File: src/rtl/cpri_pkg_gen.sv
// CPRI packet generator: gathers 12-RE PRBs for NUM_ANT lanes into two ping-pong banks
// and streams each committed PRB as header + 3 data words per enabled lane.
module cpri_pkg_gen #(
    parameter int unsigned NUM_ANT = 4,
    parameter int unsigned IQ_W    = 14,
    parameter int unsigned ADDR_W  = 7
) (
    input  logic                    clk,
    input  logic                    rst_n,
    input  logic                    i_vld,
    input  logic                    i_sop,
    input  logic                    i_eop,
    input  logic [NUM_ANT*IQ_W-1:0] i_data,
    input  logic [NUM_ANT*4-1:0]    i_shift,
    input  logic [NUM_ANT*8-1:0]    i_info,
    input  logic [3:0]              i_ch_type,
    input  logic [6:0]              i_slot_idx,
    input  logic [3:0]              i_sym_idx,
    input  logic [8:0]              i_prb_idx,
    input  logic [NUM_ANT-1:0]      i_ant_mask,
    output logic                    o_wen,
    output logic [ADDR_W-1:0]       o_waddr,
    output logic [63:0]             o_wdata,
    output logic                    o_wlast,
    output logic                    o_ovf,
    output logic                    o_err_len,
    output logic [15:0]             o_drop_cnt,
    output logic                    o_busy
);

    localparam int unsigned LANE_W  = 4;
    localparam int unsigned MEM_D   = 32;
    localparam int unsigned LAST_RE = 11;

    typedef enum logic [1:0] {IDLE = 2'd0, HDR = 2'd1, DATA = 2'd2} rd_state_t;

    // Write side
    logic                    open_q;
    logic [3:0]              cnt_q;
    logic                    wbank_q;
    logic [1:0]              full_q;
    logic [NUM_ANT*IQ_W-1:0] re_mem [MEM_D];
    logic [3:0]              ch_q    [2];
    logic [6:0]              slot_q  [2];
    logic [3:0]              sym_q   [2];
    logic [8:0]              prb_q   [2];
    logic [NUM_ANT*4-1:0]    shift_q [2];
    logic [NUM_ANT*8-1:0]    info_q  [2];
    logic [NUM_ANT-1:0]      mask_q  [2];

    // Read side
    rd_state_t               state_q;
    logic                    rbank_q;
    logic [LANE_W-1:0]       lane_q;
    logic [1:0]              wcnt_q;
    logic [ADDR_W-1:0]       waddr_q;

    logic                    sop_c, err_old_c, ovf_c, start_c, err_new_c;
    logic                    beat_c, err_beat_c, commit_c, keep_c, store_c;
    logic [1:0]              drops_c;
    logic [16:0]             drop_sum_c;
    logic [4:0]              widx_c;
    logic [LANE_W-1:0]       nxt_lane_c, oth_first_c, rd_first_c;
    logic                    rd_done_c;
    logic [1:0]              done_vec_c, set_vec_c;
    logic [63:0]             hdr_c, dat_c;

    // Lowest enabled lane at or above 'from'; NUM_ANT when none remains
    function automatic logic [LANE_W-1:0] first_lane(input logic [NUM_ANT-1:0] mask,
                                                     input logic [LANE_W-1:0] from);
        logic [LANE_W-1:0] r;
        r = LANE_W'(NUM_ANT);
        for (int i = int'(NUM_ANT) - 1; i >= 0; i--) begin
            if (mask[i] && (LANE_W'(i) >= from)) r = LANE_W'(i);
        end
        return r;
    endfunction

    // Input framing: classify each beat as start, store, commit or drop
    always_comb begin
        sop_c      = i_vld & i_sop;
        err_old_c  = sop_c & open_q;
        ovf_c      = sop_c & full_q[wbank_q];
        start_c    = sop_c & ~full_q[wbank_q];
        err_new_c  = start_c & i_eop;
        beat_c     = i_vld & ~i_sop & open_q;
        err_beat_c = beat_c & (i_eop ? (cnt_q != 4'(LAST_RE)) : (cnt_q == 4'(LAST_RE + 1)));
        commit_c   = beat_c & i_eop & (cnt_q == 4'(LAST_RE));
        keep_c     = commit_c & (|mask_q[wbank_q]);
        store_c    = (start_c & ~i_eop) | (beat_c & ~err_beat_c);
        drops_c    = 2'(err_old_c) + 2'(ovf_c) + 2'(err_new_c) + 2'(err_beat_c);
        drop_sum_c = 17'(o_drop_cnt) + 17'(drops_c);
        widx_c     = {wbank_q, sop_c ? 4'd0 : cnt_q};
        set_vec_c  = keep_c ? (2'b01 << wbank_q) : 2'b00;
        done_vec_c = rd_done_c ? (2'b01 << rbank_q) : 2'b00;
    end

    always_ff @(posedge clk or negedge rst_n) begin
        if (!rst_n) begin
            open_q     <= 1'b0;
            cnt_q      <= 4'd0;
            wbank_q    <= 1'b0;
            full_q     <= 2'b00;
            o_ovf      <= 1'b0;
            o_err_len  <= 1'b0;
            o_drop_cnt <= 16'd0;
        end else begin
            o_ovf     <= ovf_c;
            o_err_len <= err_old_c | err_new_c | err_beat_c;
            if (drops_c != 2'd0) o_drop_cnt <= drop_sum_c[16] ? 16'hFFFF : drop_sum_c[15:0];
            if (sop_c) begin
                open_q <= start_c & ~i_eop;
                cnt_q  <= 4'd1;
            end else if (err_beat_c | commit_c) begin
                open_q <= 1'b0;
            end else if (beat_c) begin
                cnt_q <= cnt_q + 4'd1;
            end
            if (keep_c) wbank_q <= ~wbank_q;
            full_q <= (full_q & ~done_vec_c) | set_vec_c;
        end
    end

    // Bank storage; only the free write bank is ever touched
    always_ff @(posedge clk) begin
        if (store_c) re_mem[widx_c] <= i_data;
        if (start_c) begin
            ch_q[wbank_q]    <= i_ch_type;
            slot_q[wbank_q]  <= i_slot_idx;
            sym_q[wbank_q]   <= i_sym_idx;
            prb_q[wbank_q]   <= i_prb_idx;
            shift_q[wbank_q] <= i_shift;
            info_q[wbank_q]  <= i_info;
            mask_q[wbank_q]  <= i_ant_mask;
        end
    end

    // Read-side word assembly
    always_comb begin
        int unsigned       ln;
        logic [IQ_W-1:0]   re;
        ln          = 32'(lane_q);
        rd_first_c  = first_lane(mask_q[rbank_q], LANE_W'(0));
        nxt_lane_c  = first_lane(mask_q[rbank_q], lane_q + LANE_W'(1));
        oth_first_c = first_lane(mask_q[~rbank_q], LANE_W'(0));
        rd_done_c   = (state_q == DATA) && (wcnt_q == 2'd2) && (nxt_lane_c == LANE_W'(NUM_ANT));
        hdr_c       = {ch_q[rbank_q], lane_q[2:0], slot_q[rbank_q], sym_q[rbank_q], prb_q[rbank_q],
                       info_q[rbank_q][ln*8 +: 8], 25'd0, shift_q[rbank_q][ln*4 +: 4]};
        dat_c       = 64'd0;
        for (int k = 0; k < 4; k++) begin
            re = re_mem[{rbank_q, 4'(32'(wcnt_q) * 4 + 32'(k))}][ln*IQ_W +: IQ_W];
            dat_c[k*16 +: 16] = 16'($signed(re));
        end
    end

    // Reader FSM with registered write port
    always_ff @(posedge clk or negedge rst_n) begin
        if (!rst_n) begin
            state_q <= IDLE;
            rbank_q <= 1'b0;
            lane_q  <= '0;
            wcnt_q  <= 2'd0;
            waddr_q <= '0;
            o_wen   <= 1'b0;
            o_wlast <= 1'b0;
            o_waddr <= '0;
            o_wdata <= 64'd0;
            o_busy  <= 1'b0;
        end else begin
            o_wen   <= 1'b0;
            o_wlast <= 1'b0;
            case (state_q)
                IDLE: begin
                    if (full_q[rbank_q]) begin
                        state_q <= HDR;
                        lane_q  <= rd_first_c;
                        waddr_q <= '0;
                        o_busy  <= 1'b1;
                    end
                end
                HDR: begin
                    o_wen   <= 1'b1;
                    o_wdata <= hdr_c;
                    o_waddr <= waddr_q;
                    waddr_q <= waddr_q + ADDR_W'(1);
                    wcnt_q  <= 2'd0;
                    state_q <= DATA;
                end
                DATA: begin
                    o_wen   <= 1'b1;
                    o_wdata <= dat_c;
                    o_waddr <= waddr_q;
                    waddr_q <= waddr_q + ADDR_W'(1);
                    wcnt_q  <= wcnt_q + 2'd1;
                    if (wcnt_q == 2'd2) begin
                        if (nxt_lane_c != LANE_W'(NUM_ANT)) begin
                            lane_q  <= nxt_lane_c;
                            state_q <= HDR;
                        end else begin
                            o_wlast <= 1'b1;
                            rbank_q <= ~rbank_q;
                            waddr_q <= '0;
                            if (full_q[~rbank_q]) begin
                                lane_q  <= oth_first_c;
                                state_q <= HDR;
                            end else begin
                                state_q <= IDLE;
                                o_busy  <= 1'b0;
                            end
                        end
                    end
                end
                default: begin
                    state_q <= IDLE;
                    o_busy  <= 1'b0;
                end
            endcase
        end
    end

endmodule

File: config.mk
export PLATFORM = sky130hd
export DESIGN_NAME = cpri_pkg_gen
export DESIGN_NICKNAME = d
export VERILOG_FILES = /design/src/rtl/cpri_pkg_gen.sv
export SDC_FILE = /design/constraint.sdc
export NUM_CORES = 2
export LEC_CHECK = 0
export CAP_MARGIN = 20
export CELL_PAD_IN_SITES_DETAIL_PLACEMENT = 1
export CELL_PAD_IN_SITES_GLOBAL_PLACEMENT = 1
export CORE_MARGIN = 1
export CORE_UTILIZATION = 49
export DETAILED_ROUTE_END_ITERATION = 7
export GPL_TIMING_DRIVEN = 1
export PLACE_DENSITY = 0.78
export SLEW_MARGIN = 20
export SYNTH_ARGS = -nofsm -noshare
export SYNTH_HDL_FRONTEND = slang
export SYNTH_SLANG_ARGS = --single-unit
File: constraint.sdc
create_clock -name clk -period 6.55 [get_ports clk]
set_input_delay 0.9825 -clock clk [delete_from_list [all_inputs] [get_ports clk]]
set_output_delay 0.9825 -clock clk [all_outputs]
set_load 0.01 [all_outputs]
==> impl_metrics.env <==
export IMPL_post_dp_cell_area_um2=84100
export IMPL_path_clk_slew_ps=60
export IMPL_routed_wl_um=232000
export IMPL_vdd_ir_drop_max_mv=0.281
export IMPL_cp_end_kind="flip-flop"
export IMPL_wl_per_cell_um=36.8
export IMPL_drt_antenna_violating_nets=0
export IMPL_drtPass1Iterations=5
export IMPL_drcViolationCount=0
export IMPL_finalHoldViolCount=0
export IMPL_drive_above_1_share=0.237
export IMPL_syn_area_per_cell_um2=21.3
export IMPL_synth_edf_count=1944
export IMPL_slowest_delay_ps=700
export IMPL_cts_hold_fix_buffers=0
export IMPL_clockPowerShare=0.345
export IMPL_ys_ff_latch=2057
export IMPL_cp_top_family="simple AND/OR/NAND/NOR gates"
export IMPL_crit_required_ps=7300
export IMPL_fmax_ghz=0.242
export IMPL_cp_common_cell="fa_1"
export IMPL_synth_area_um2=78800
export IMPL_place_port_buffers=228
export IMPL_synth_top_cell_area_share=0.741
export IMPL_synthTopCellsByCount="1944 x edfxtp_1, 450 x mux4_2, 158 x nand2_1"
export IMPL_fin_crit_sh=0.632
export IMPL_synthTopCellsByArea="edfxtp_1 74%, mux4_2 13%, dfrtp_1 3.6%"
export IMPL_fin_cells=6311
export IMPL_grt_pass1_vias=43700
export IMPL_async_flop_share=0.0549
export IMPL_setup_worst_path_class="in -> reg"
export IMPL_post_synth_top_count_cell="edfxtp_1"
export IMPL_start_util=0.496
export IMPL_fin_skew_ps=35.2
export IMPL_fp_dieArea_um2=162000
export IMPL_final_max_slew_violation_count=0
export IMPL_fp_coreArea_um2=159000
export IMPL_synthDistinctLibCells=69
export IMPL_fin_nets=4222
export IMPL_path_depth=10
export IMPL_p_leak_nw=28.4
export IMPL_rows=146
export IMPL_power_frac_comb=0.201
export IMPL_power_w=0.0333
export IMPL_worstSkewPairLatency_ps=850
export IMPL_crit_slowest_cell="or3_1"
export IMPL_setup_viol_count_final=0
export IMPL_cts_tree="built"
export IMPL_globalplace_congestion=0.842
export IMPL_final_area_um2=90600
export IMPL_fin_setup_tns_ps=0
export IMPL_vias=41600
export IMPL_cp_buffers_inverters=1
export IMPL_swShare=0.283
export IMPL_synth_cells=3699
export IMPL_cap_violations=0
export IMPL_grt_start_max_net_pins=107
export IMPL_dp_cells=5940
export IMPL_fin_crit_ps=4140
export IMPL_path_cells="clkdlybuf4s50_1 > nand2_1 > nor2_1 > fa_1 > ha_1 > xor2_1 > fa_1 > o2111ai_1 > or3_1 > nand3_1"
export IMPL_cts_buffers=196
export IMPL_cts_setup_buffers=0
export IMPL_io_pins=229
export IMPL_ctsLongestPathBuffers=3
export IMPL_post_route_util=0.570
export IMPL_hpwl_um=136000
export IMPL_cts_max_level=4
export IMPL_ys_warn_count=0
export IMPL_crit_fanout=13
export IMPL_r2r_cells=11
export IMPL_r2r_end="o_drop_cnt[1]"
export IMPL_p_sw_w=0.00941
export IMPL_synth_flop_cell="edfxtp_1"
export IMPL_pwr_share_seq=0.453
export IMPL_grt_use_total=0.287
export IMPL_rsz0062_at_grt="false"
export IMPL_r2r_start="cnt_q[0]"
export IMPL_cts_sinks=2057
export IMPL_synth_fp_nets=3854
export IMPL_drt_iter0_markers=6164
export IMPL_seq_area_frac_synth=0.777
export IMPL_setup_worst_path_start_class="primary input"
export IMPL_p_int_w=0.0239
export IMPL_die_x_um=403
export IMPL_powerDensity_nw_per_um2=367
export IMPL_syn_to_final_growth_pct=15.0
export IMPL_hold_class="in -> async"
export IMPL_antenna_found_initial=10
export IMPL_cts_root_buf="clkbuf_16"
export IMPL_arrival_ps=4890
export IMPL_slew_headroom=0.187
export IMPL_synth_top_area_cell="edfxtp_1"
export IMPL_status="completed"
export IMPL_dieHeight_um=403
export IMPL_cts_resized=0
export IMPL_grt_pass1_wl_um=328000
export IMPL_overflow=0
export IMPL_tightest_slew_ps=1210
export IMPL_via_per_inst=6.59
export IMPL_r2r_slack_ps=2470
-- cell usage in the layout, fill, tap and decap left out, types with 29 or more instances in the layout --
cell             instances
a21o_1                  29
a21oi_1                 50
a22oi_1                 58
buf_4                  117
clkbuf_1                47
clkbuf_16              200
clkdlybuf4s50_1        199
clkinv_2                44
dfrtp_1                108
edfxtp_1              1944
mux2_2                  35
mux2i_1                139
mux4_2                 450
nand2_1                158
nand3_1                 96
nor2_1                  86
nor2_4                  33
o21ai_0                 37
o22ai_1                 43
-- power groups by stage --
stage	clock (W)	combinational (W)	sequential, W
floorplan	0	0.00383	0.0152
finish	0.0115	0.00670	0.0151
global placement	0	0.00633	0.0153
global route	0.0120	0.00696	0.0151
CTS	0.0116	0.00666	0.0151
detailed placement	0	0.00653	0.0153
-- cell type report --
class	count	area, um^2
inverter	18	67.6
tap	2072	2590
fill	13500	68400
clock buffer	260	5360
timing repair buffer	362	3360
antenna	3	7.51
multi-input combinational	1432	16900
clock inverter	107	1080
sequential	2057	61200
-- worst register-to-register path: cells and delay by family (launching register included) --
family / cells / cell delay [ps]
adder cells (fa/ha/maj): 4 / 1210
flip-flops: 1 / 450
AND/OR/NAND/NOR: 3 / 1260
XOR/XNOR: 1 / 420
buffers and inverters: 1 / 150
AO/OA/AOI/OAI: 2 / 470
-- how the worst max path moves through the flow --
stage               endpoint  slack (ps)   from
2_1_floorplan     ch_q[0][0]        -460  i_vld
3_3_place_gp   o_drop_cnt[9]        1870  i_vld
3_5_place_dp   o_drop_cnt[9]        1680  i_vld
4_1_cts        o_drop_cnt[1]        2470  i_vld
5_1_grt        o_drop_cnt[1]        2160  i_vld
6_report       o_drop_cnt[1]        2410  i_vld
-- registers in the layout, summed over array words and instances, names as in the netlist, 2 cells and up --
name and count:
prb_q 18, re_mem 1792, o_wdata 62, cnt_q 4
waddr_q 7, full_q 2, lane_q 3, state_q 2
o_drop_cnt 16, sym_q 8, shift_q 32, mask_q 8
slot_q 14, wcnt_q 2, o_waddr 7, ch_q 8
info_q 64
-- metrics by stage --
step / hold slack (ps) / worst slack (ps)
after floorplan: 492 / -460
after CTS: 101 / 2470
after global placement: 464 / 1870
final: 114 / 2410
after detailed placement: 477 / 1680
after global routing: 120 / 2160
-- kinds of logic after synthesis --
family / synth area share
muxes: 0.151
adders and majority gates: 0.00305
buffers and inverters: 0.0125
DFF: 0.777
AOI/OAI and AO/OA: 0.0295
and+or+nand+nor: 0.0254
xor gates and xnor gates: 0.00133
-- layer usage --
layer	up-vias	wire length [um]	global-route usage
met3	494	21700	0.0558
met4	2	10300	0.121
li1	16200	-	-
met2	2763	116000	0.479
met5	-	9	0
met1	22200	83500	0.371
(Power assumes the default switching activity.)
